==> config.mk <==
export PLATFORM = sky130hd
export DESIGN_NAME = microseq_ctrl_flat
export DESIGN_NICKNAME = d
export VERILOG_FILES = /design/src/rtl/microseq_pkg.sv /design/src/rtl/microseq_if.sv /design/src/rtl/microseq_stack.sv /design/src/rtl/microseq_ctrl.sv /design/src/flat_wrapper.sv
export SDC_FILE = /design/constraint.sdc
export NUM_CORES = 1
export LEC_CHECK = 0
export CAP_MARGIN = 20
export CORE_AREA = 2 2 87 89
export CTS_BUF_LIST = sky130_fd_sc_hd__clkbuf_4
export CTS_CLUSTER_SIZE = 30
export DETAILED_ROUTE_END_ITERATION = 16
export DIE_AREA = 0 0 89 91
export PLACE_DENSITY = 0.77
export RECOVER_POWER = 25
export SKIP_CTS_REPAIR_TIMING = 1
export SLEW_MARGIN = 10
export SYNTH_ARGS = -nofsm -noshare
export SYNTH_HDL_FRONTEND = slang
export SYNTH_SLANG_ARGS = --single-unit
==> constraint.sdc <==
create_clock -name clk -period 3.1 [get_ports clk]
set_input_delay 0.31 -clock clk [delete_from_list [all_inputs] [get_ports clk]]
set_output_delay 0.31 -clock clk [all_outputs]
set_load 0.005 [all_outputs]
==> src/rtl/microseq_pkg.sv <==
// Shared types for the microprogrammed sequencer: microword opcodes, FSM states,
// field-layout helpers and a default-width microword struct.
package microseq_pkg;

  localparam int OP_W = 3;

  localparam int DEF_UADDR_W = 8;
  localparam int DEF_OPC_W   = 8;
  localparam int DEF_CTRL_W  = 29;
  localparam int DEF_COND_W  = 4;
  localparam int DEF_CSEL_W  = $clog2(DEF_COND_W);

  typedef enum logic [OP_W-1:0] {
    OP_SEQ      = 3'd0,
    OP_JMP      = 3'd1,
    OP_BRT      = 3'd2,
    OP_BRF      = 3'd3,
    OP_CALL     = 3'd4,
    OP_RET      = 3'd5,
    OP_DISPATCH = 3'd6,
    OP_HALT     = 3'd7
  } uop_e;

  typedef enum logic [1:0] {
    ST_RUN    = 2'd0,
    ST_HALTED = 2'd1,
    ST_FAULT  = 2'd2
  } state_e;

  // Field offsets, LSB first: ctrl | op | csel | target
  function automatic int op_lsb(int ctrl_w);
    return ctrl_w;
  endfunction

  function automatic int csel_lsb(int ctrl_w);
    return ctrl_w + OP_W;
  endfunction

  function automatic int target_lsb(int ctrl_w, int csel_w);
    return ctrl_w + OP_W + csel_w;
  endfunction

  function automatic int uword_width(int ctrl_w, int csel_w, int uaddr_w);
    return ctrl_w + OP_W + csel_w + uaddr_w;
  endfunction

  typedef struct packed {
    logic [DEF_UADDR_W-1:0] target;
    logic [DEF_CSEL_W-1:0]  csel;
    uop_e                   op;
    logic [DEF_CTRL_W-1:0]  ctrl;
  } uword_t;

endpackage

==> src/rtl/microseq_if.sv <==
// Sequencer bus: instruction handshake, control-store and map-ROM ports, and
// datapath-facing outputs. master = sequencer, slave = surrounding system.
interface microseq_if
  import microseq_pkg::*;
#(
  parameter int UADDR_W = 8,
  parameter int OPC_W   = 8,
  parameter int CTRL_W  = 29,
  parameter int COND_W  = 4,
  parameter int UW_W    = uword_width(CTRL_W, $clog2(COND_W), UADDR_W)
);
  logic [OPC_W-1:0]   instr;
  logic               instr_valid;
  logic               instr_ready;
  logic [COND_W-1:0]  cond_in;
  logic               stall;
  logic [UADDR_W-1:0] ustore_addr;
  logic [UW_W-1:0]    ustore_data;
  logic [OPC_W-1:0]   map_addr;
  logic [UADDR_W-1:0] map_data;
  logic [CTRL_W-1:0]  ctrl_signals;
  logic [OPC_W-1:0]   ir;
  logic               eoi;
  logic               halted;
  logic               fault;

  modport master (
    input  instr, instr_valid, cond_in, stall, ustore_data, map_data,
    output instr_ready, ustore_addr, map_addr, ctrl_signals, ir, eoi, halted, fault
  );

  modport slave (
    output instr, instr_valid, cond_in, stall, ustore_data, map_data,
    input  instr_ready, ustore_addr, map_addr, ctrl_signals, ir, eoi, halted, fault
  );
endinterface

==> src/rtl/microseq_stack.sv <==
// Microsubroutine return stack: small LIFO with combinational top-of-stack so
// a RET can redirect the sequencer in a single cycle.
module microseq_stack #(
  parameter int DEPTH = 4,
  parameter int WIDTH = 8
) (
  input  logic             clk,
  input  logic             rst_n,
  input  logic             push,
  input  logic             pop,
  input  logic [WIDTH-1:0] push_data,
  output logic [WIDTH-1:0] top,
  output logic             full,
  output logic             empty
);
  localparam int PTR_W = $clog2(DEPTH) + 1;
  localparam int IDX_W = (DEPTH > 1) ? $clog2(DEPTH) : 1;

  logic [PTR_W-1:0] ptr_reg;
  logic [WIDTH-1:0] mem [DEPTH];
  logic [IDX_W-1:0] wr_idx;
  logic [IDX_W-1:0] rd_idx;

  assign wr_idx = ptr_reg[IDX_W-1:0];
  assign rd_idx = IDX_W'(ptr_reg - 1'b1);
  assign full   = (ptr_reg == PTR_W'(DEPTH));
  assign empty  = (ptr_reg == '0);
  assign top    = mem[rd_idx];

  // Entries need no reset: the pointer alone defines what is valid
  always_ff @(posedge clk) begin
    if (push && !full) begin
      mem[wr_idx] <= push_data;
    end
  end

  always_ff @(posedge clk or negedge rst_n) begin
    if (!rst_n) begin
      ptr_reg <= '0;
    end else if (push && !full) begin
      ptr_reg <= ptr_reg + 1'b1;
    end else if (pop && !empty) begin
      ptr_reg <= ptr_reg - 1'b1;
    end
  end
endmodule

==> src/rtl/microseq_ctrl.sv <==
// Microprogrammed sequencer: next-address selection, RUN/HALTED/FAULT FSM,
// opcode dispatch handshake and datapath control gating.
module microseq_ctrl
  import microseq_pkg::*;
#(
  parameter int                 UADDR_W     = 8,
  parameter int                 OPC_W       = 8,
  parameter int                 CTRL_W      = 29,
  parameter int                 COND_W      = 4,
  parameter int                 STACK_DEPTH = 4,
  parameter logic [UADDR_W-1:0] RESET_ADDR  = '0
) (
  input  logic     clk,
  input  logic     rst_n,
  microseq_if.master bus
);
  localparam int CSEL_W   = $clog2(COND_W);
  localparam int OP_LSB   = op_lsb(CTRL_W);
  localparam int CSEL_LSB = csel_lsb(CTRL_W);
  localparam int TGT_LSB  = target_lsb(CTRL_W, CSEL_W);

  logic [UADDR_W-1:0] upc_reg;
  logic [OPC_W-1:0]   ir_reg;
  state_e             state_reg;

  logic [CTRL_W-1:0]  uw_ctrl;
  uop_e               uw_op;
  logic [CSEL_W-1:0]  uw_csel;
  logic [UADDR_W-1:0] uw_target;
  logic [UADDR_W-1:0] upc_inc;
  logic               cond_bit;
  logic               run;
  logic               active;
  logic               ctrl_en;
  logic               dispatch_fire;
  logic               stk_push;
  logic               stk_pop;
  logic               stk_full;
  logic               stk_empty;
  logic [UADDR_W-1:0] stk_top;

  assign uw_ctrl   = bus.ustore_data[CTRL_W-1:0];
  assign uw_op     = uop_e'(bus.ustore_data[OP_LSB +: OP_W]);
  assign uw_csel   = bus.ustore_data[CSEL_LSB +: CSEL_W];
  assign uw_target = bus.ustore_data[TGT_LSB +: UADDR_W];
  assign upc_inc   = upc_reg + 1'b1;
  assign cond_bit  = bus.cond_in[uw_csel];

  assign run    = (state_reg == ST_RUN);
  assign active = run && !bus.stall;

  // Gated by rst_n so that nothing leaks out while reset is held
  assign bus.instr_ready = rst_n && active && (uw_op == OP_DISPATCH);
  assign dispatch_fire   = bus.instr_valid && bus.instr_ready;
  assign ctrl_en         = rst_n && active && !((uw_op == OP_DISPATCH) && !bus.instr_valid);

  assign bus.ustore_addr  = upc_reg;
  assign bus.map_addr     = bus.instr;
  assign bus.ctrl_signals = ctrl_en ? uw_ctrl : '0;
  assign bus.ir           = ir_reg;
  assign bus.eoi          = dispatch_fire;
  assign bus.halted       = (state_reg == ST_HALTED);
  assign bus.fault        = (state_reg == ST_FAULT);

  assign stk_push = active && (uw_op == OP_CALL) && !stk_full;
  assign stk_pop  = active && (uw_op == OP_RET) && !stk_empty;

  microseq_stack #(
    .DEPTH (STACK_DEPTH),
    .WIDTH (UADDR_W)
  ) u_stack (
    .clk       (clk),
    .rst_n     (rst_n),
    .push      (stk_push),
    .pop       (stk_pop),
    .push_data (upc_inc),
    .top       (stk_top),
    .full      (stk_full),
    .empty     (stk_empty)
  );

  always_ff @(posedge clk or negedge rst_n) begin
    if (!rst_n) begin
      upc_reg   <= RESET_ADDR;
      ir_reg    <= '0;
      state_reg <= ST_RUN;
    end else if (active) begin
      unique case (uw_op)
        OP_SEQ:  upc_reg <= upc_inc;
        OP_JMP:  upc_reg <= uw_target;
        OP_BRT:  upc_reg <= cond_bit ? uw_target : upc_inc;
        OP_BRF:  upc_reg <= cond_bit ? upc_inc : uw_target;
        OP_CALL: begin
          if (stk_full) state_reg <= ST_FAULT;
          else          upc_reg   <= uw_target;
        end
        OP_RET: begin
          if (stk_empty) state_reg <= ST_FAULT;
          else           upc_reg   <= stk_top;
        end
        OP_DISPATCH: begin
          if (bus.instr_valid) begin
            ir_reg  <= bus.instr;
            upc_reg <= bus.map_data;
          end
        end
        OP_HALT: state_reg <= ST_HALTED;
        default: upc_reg <= upc_inc;
      endcase
    end
  end
endmodule

==> src/flat_wrapper.sv <==
// flat-port wrapper written by rule: the top's interface ports become plain ports
module microseq_ctrl_flat import microseq_pkg::*;
#(
  parameter int                 UADDR_W     = 8,
  parameter int                 OPC_W       = 8,
  parameter int                 CTRL_W      = 29,
  parameter int                 COND_W      = 4,
  parameter int                 STACK_DEPTH = 4,
  parameter logic [UADDR_W-1:0] RESET_ADDR  = '0
)
  (clk, rst_n, bus_instr, bus_instr_valid, bus_cond_in, bus_stall, bus_ustore_data, bus_map_data, bus_instr_ready, bus_ustore_addr, bus_map_addr, bus_ctrl_signals, bus_ir, bus_eoi, bus_halted, bus_fault);
  microseq_if #(.UADDR_W(UADDR_W), .OPC_W(OPC_W), .CTRL_W(CTRL_W), .COND_W(COND_W)) bus_i ();
  input  logic clk;
  input  logic rst_n;
  input wire logic [$bits(bus_i.instr)-1:0] bus_instr;
  input wire logic [$bits(bus_i.instr_valid)-1:0] bus_instr_valid;
  input wire logic [$bits(bus_i.cond_in)-1:0] bus_cond_in;
  input wire logic [$bits(bus_i.stall)-1:0] bus_stall;
  input wire logic [$bits(bus_i.ustore_data)-1:0] bus_ustore_data;
  input wire logic [$bits(bus_i.map_data)-1:0] bus_map_data;
  output wire logic [$bits(bus_i.instr_ready)-1:0] bus_instr_ready;
  output wire logic [$bits(bus_i.ustore_addr)-1:0] bus_ustore_addr;
  output wire logic [$bits(bus_i.map_addr)-1:0] bus_map_addr;
  output wire logic [$bits(bus_i.ctrl_signals)-1:0] bus_ctrl_signals;
  output wire logic [$bits(bus_i.ir)-1:0] bus_ir;
  output wire logic [$bits(bus_i.eoi)-1:0] bus_eoi;
  output wire logic [$bits(bus_i.halted)-1:0] bus_halted;
  output wire logic [$bits(bus_i.fault)-1:0] bus_fault;
  assign bus_i.instr = bus_instr;
  assign bus_i.instr_valid = bus_instr_valid;
  assign bus_i.cond_in = bus_cond_in;
  assign bus_i.stall = bus_stall;
  assign bus_i.ustore_data = bus_ustore_data;
  assign bus_i.map_data = bus_map_data;
  assign bus_instr_ready = bus_i.instr_ready;
  assign bus_ustore_addr = bus_i.ustore_addr;
  assign bus_map_addr = bus_i.map_addr;
  assign bus_ctrl_signals = bus_i.ctrl_signals;
  assign bus_ir = bus_i.ir;
  assign bus_eoi = bus_i.eoi;
  assign bus_halted = bus_i.halted;
  assign bus_fault = bus_i.fault;
  microseq_ctrl #(.UADDR_W(UADDR_W), .OPC_W(OPC_W), .CTRL_W(CTRL_W), .COND_W(COND_W), .STACK_DEPTH(STACK_DEPTH), .RESET_ADDR(RESET_ADDR)) u_core (.clk(clk), .rst_n(rst_n), .bus(bus_i));
endmodule
==> impl_metrics.yaml, run 1 <==
outcome:
  status: "completed"
yosys:
  ys_ff_latch: 53
  synthMostInstantiatedCell: "and2_1"
  yosysTopAreaCell: "edfxtp_1"
  synth_warnings: 0
  synthTopCellsByArea: "edfxtp_1 31%, dfrtp_1 17%, and2_1 6.6%"
  avgSynthCellArea_um2: 11.2
  ys_async_sr_fraction: 0.396
  synth_ff_type: "edfxtp_1"
  synth.distinct_cells: 60
  syn_area_mm2: 0.00313
  synth_edf_count: 32
  netlist.area_leader.share: 0.307
  synth_common_cells: "33 x and2_1, 32 x edfxtp_1, 21 x dfrtp_1, 16 x nand2_1, 14 x nor2_1"
  synth_nets: 350
  syn_inst: 278
  ys_seq_area_frac: 0.476
detailed_routing:
  wl_mm: 8.50
  wl_met3_um: 978
  route.detailed.drc: 0
  met2_length_mm: 4.30
  via_count: 2624
  drt_iter0_markers: 212
  dr.max_layer_used: "met4"
  wire_per_inst_um: 17.2
  wl_met1_mm: 3.11
  drt-pass1-iter-count: 4
  antenna_left: 0
  viasPerCell: 5.32
power:
  pwr_density_cell_mw_per_mm2: 611
  ir_worst_vdd_uv: 377
  total_leakage_power_nw: 1.70
finish:
  regArea_mm2: 0.00149
  drive_gt1_frac: 0.0914
  diodes: 0
  fillers: 595
  fin_nets: 465
  synthToLayoutAreaGrowth_pct: 44.2
  multiInputGateArea_mm2: 0.00147
  largest_reg_flops: 32
min_path:
  min_path_type: "in2async"
floorplan:
  start_util: 0.438
  io_pins: 123
  die-area_mm2: 0.00810
  core_mm2: 0.00714
  rows: 31
  die_h_um: 91
  die_x_um: 89
place:
  portBuffers: 122
  hpwl_mm: 6.71
  gp_congestion: 0.851
  pre_cts_ws_ns: 0.480
grt:
  grt_pass1_vias: 2553
  grt_overflow: 0
  grt_max_degree: 32
  grt_use_total: 0.207
  grt_pass1_wl_mm: 12.9
  antenna_found_initial: 0
clock_network:
  clockBufferDepth: 2
  cts_tree: "built"
  ctsRootBufferMaster: "clkbuf_4"
  htree_levels: 2
  cts_sinks: 53
  clk_latency_ns: 0.36
  clk_pin_slew_ns: 0.15
  cts_made_buffers: 5
sta:
  slew_headroom: 0.644
  finalHoldViolCount: 0
  clock_skew_ns: 0.00576
  rsz0062_at_grt: "false"
  fin_ws_ns: 0.447
  fin_tns_setup_ns: 0
  tightest_slew_ns: 0.530
  fmax_mhz: 377
  drv_slew: 0
  min_period_ns: 2.65
  fin_crit_sh: 0.856
  setup_viol: 0
setup_path:
  crit_required_ns: 2.79
  cp_max_fo: 29
  path_class: "in2out"
  ff2ff_path_depth: 7
  startpoint_type: "input port"
  endpoint_kind: "primary output"
  critPathArrivalTime_ns: 2.34
job:
  cap_violations: 0
-- layout by cell type (no fill, tap or decap), types with 5 or more instances in the layout --
master / Yosys / layout
a211oi_1: 5 / 5
nor2_1: 14 / 14
edfxtp_1: 32 / 32
mux4_2: 9 / 9
clkdlybuf4s50_1: 0 / 119
buf_4: 8 / 10
nor2b_1: 9 / 9
clkbuf_4: 0 / 5
o21ai_0: 10 / 10
dfrtp_1: 21 / 21
mux2_1: 8 / 8
nand3_1: 7 / 7
inv_1: 6 / 6
xnor2_1: 6 / 6
o21ai_1: 5 / 5
ha_1: 6 / 6
and2_1: 33 / 33
nand2_1: 16 / 16
a21oi_1: 8 / 8
-- layer usage --
layer / vias up / track usage
li1: 1244 / -
met1: 1226 / 0.253
met2: 146 / 0.359
met3: 8 / 0.0509
met4: 0 / 0.0585
met5: - / 0
-- power breakdown --
group	internal [mW]	switching, mW	leakage (nW)
Sequential	0.949	0.145	0.546
Clock	0.250	0.211	0.0552
Combinational	0.650	0.550	1.10
Total	1.85	0.906	1.70
-- cells by family (layout without fill, tap and decap cells) --
| kind of cell | after synthesis | after routing | share of synthesized area |
|---|---|---|---|
| buf+inv | 31 | 147 | 0.0540 |
| xor+xnor | 10 | 10 | 0.0280 |
| fa+ha+maj | 6 | 6 | 0.0240 |
| flops | 53 | 53 | 0.476 |
| simple gates | 100 | 100 | 0.177 |
| mux | 18 | 18 | 0.0969 |
| compound gates | 60 | 60 | 0.145 |
-- stage by stage --
step	total power, mW	instance area (µm²)	cells	hold slack [ns]	utilization
2_1_floorplan	1.77	3130	278	0.0144	-
3_3_place_gp	2.27	4400	485	0.470	0.617
3_5_place_dp	2.31	4400	485	0.476	0.617
4_1_cts	2.77	4510	493	0.384	0.631
5_1_grt	2.92	4510	493	0.445	0.631
6_report	2.75	4510	493	0.442	0.631
-- path summary, 6_finish.rpt --
kind	startpoint	slack (ns)	endpoint
min in group clk	u_core.bus.ir[5]	0.50	u_core.bus.ir[5]
max reg2reg	u_core.u_stack.ptr_reg[1]	0.80	u_core.bus.ustore_addr[6]
max in group asynchronous	rst_n	2.42	u_core.bus.ir[6]
max	bus_ustore_data[30]	0.45	bus_ctrl_signals[9]
min	rst_n	0.44	u_core.bus.ustore_addr[4]
min reg2reg	u_core.bus.ir[5]	0.50	u_core.bus.ir[5]
-- final cells by class --
| class | instances | area share |
|---|---|---|
| timing repair buffer | 132 | 0.288 |
| tap | 99 | 0.0275 |
| clock buffer | 5 | 0.00833 |
| sequential | 53 | 0.330 |
| inverter | 7 | 0.00583 |
| clock inverter | 3 | 0.0144 |
| multi-input combinational | 194 | 0.326 |
-- critical path, stage by stage --
cell             delay (ns)
clkdlybuf4s50_1        0.59
nor2b_1                0.44
a31oi_1                0.15
buf_4                  0.22
and2_1                 0.17
clkdlybuf4s50_1        0.46
(Power assumes the default switching activity.)
==> inputs of run 2 (changes only) <==
--- a/config.mk
+++ b/config.mk
@@ -11,6 +11,7 @@
 export CTS_CLUSTER_SIZE = 30
 export DETAILED_ROUTE_END_ITERATION = 16
 export DIE_AREA = 0 0 89 91
+export GPL_ROUTABILITY_DRIVEN = 1
 export PLACE_DENSITY = 0.77
 export RECOVER_POWER = 25
 export SKIP_CTS_REPAIR_TIMING = 1
==> results of run 2 <==
Same layout as run 1: the final DEF is identical, and so are final timing and power.
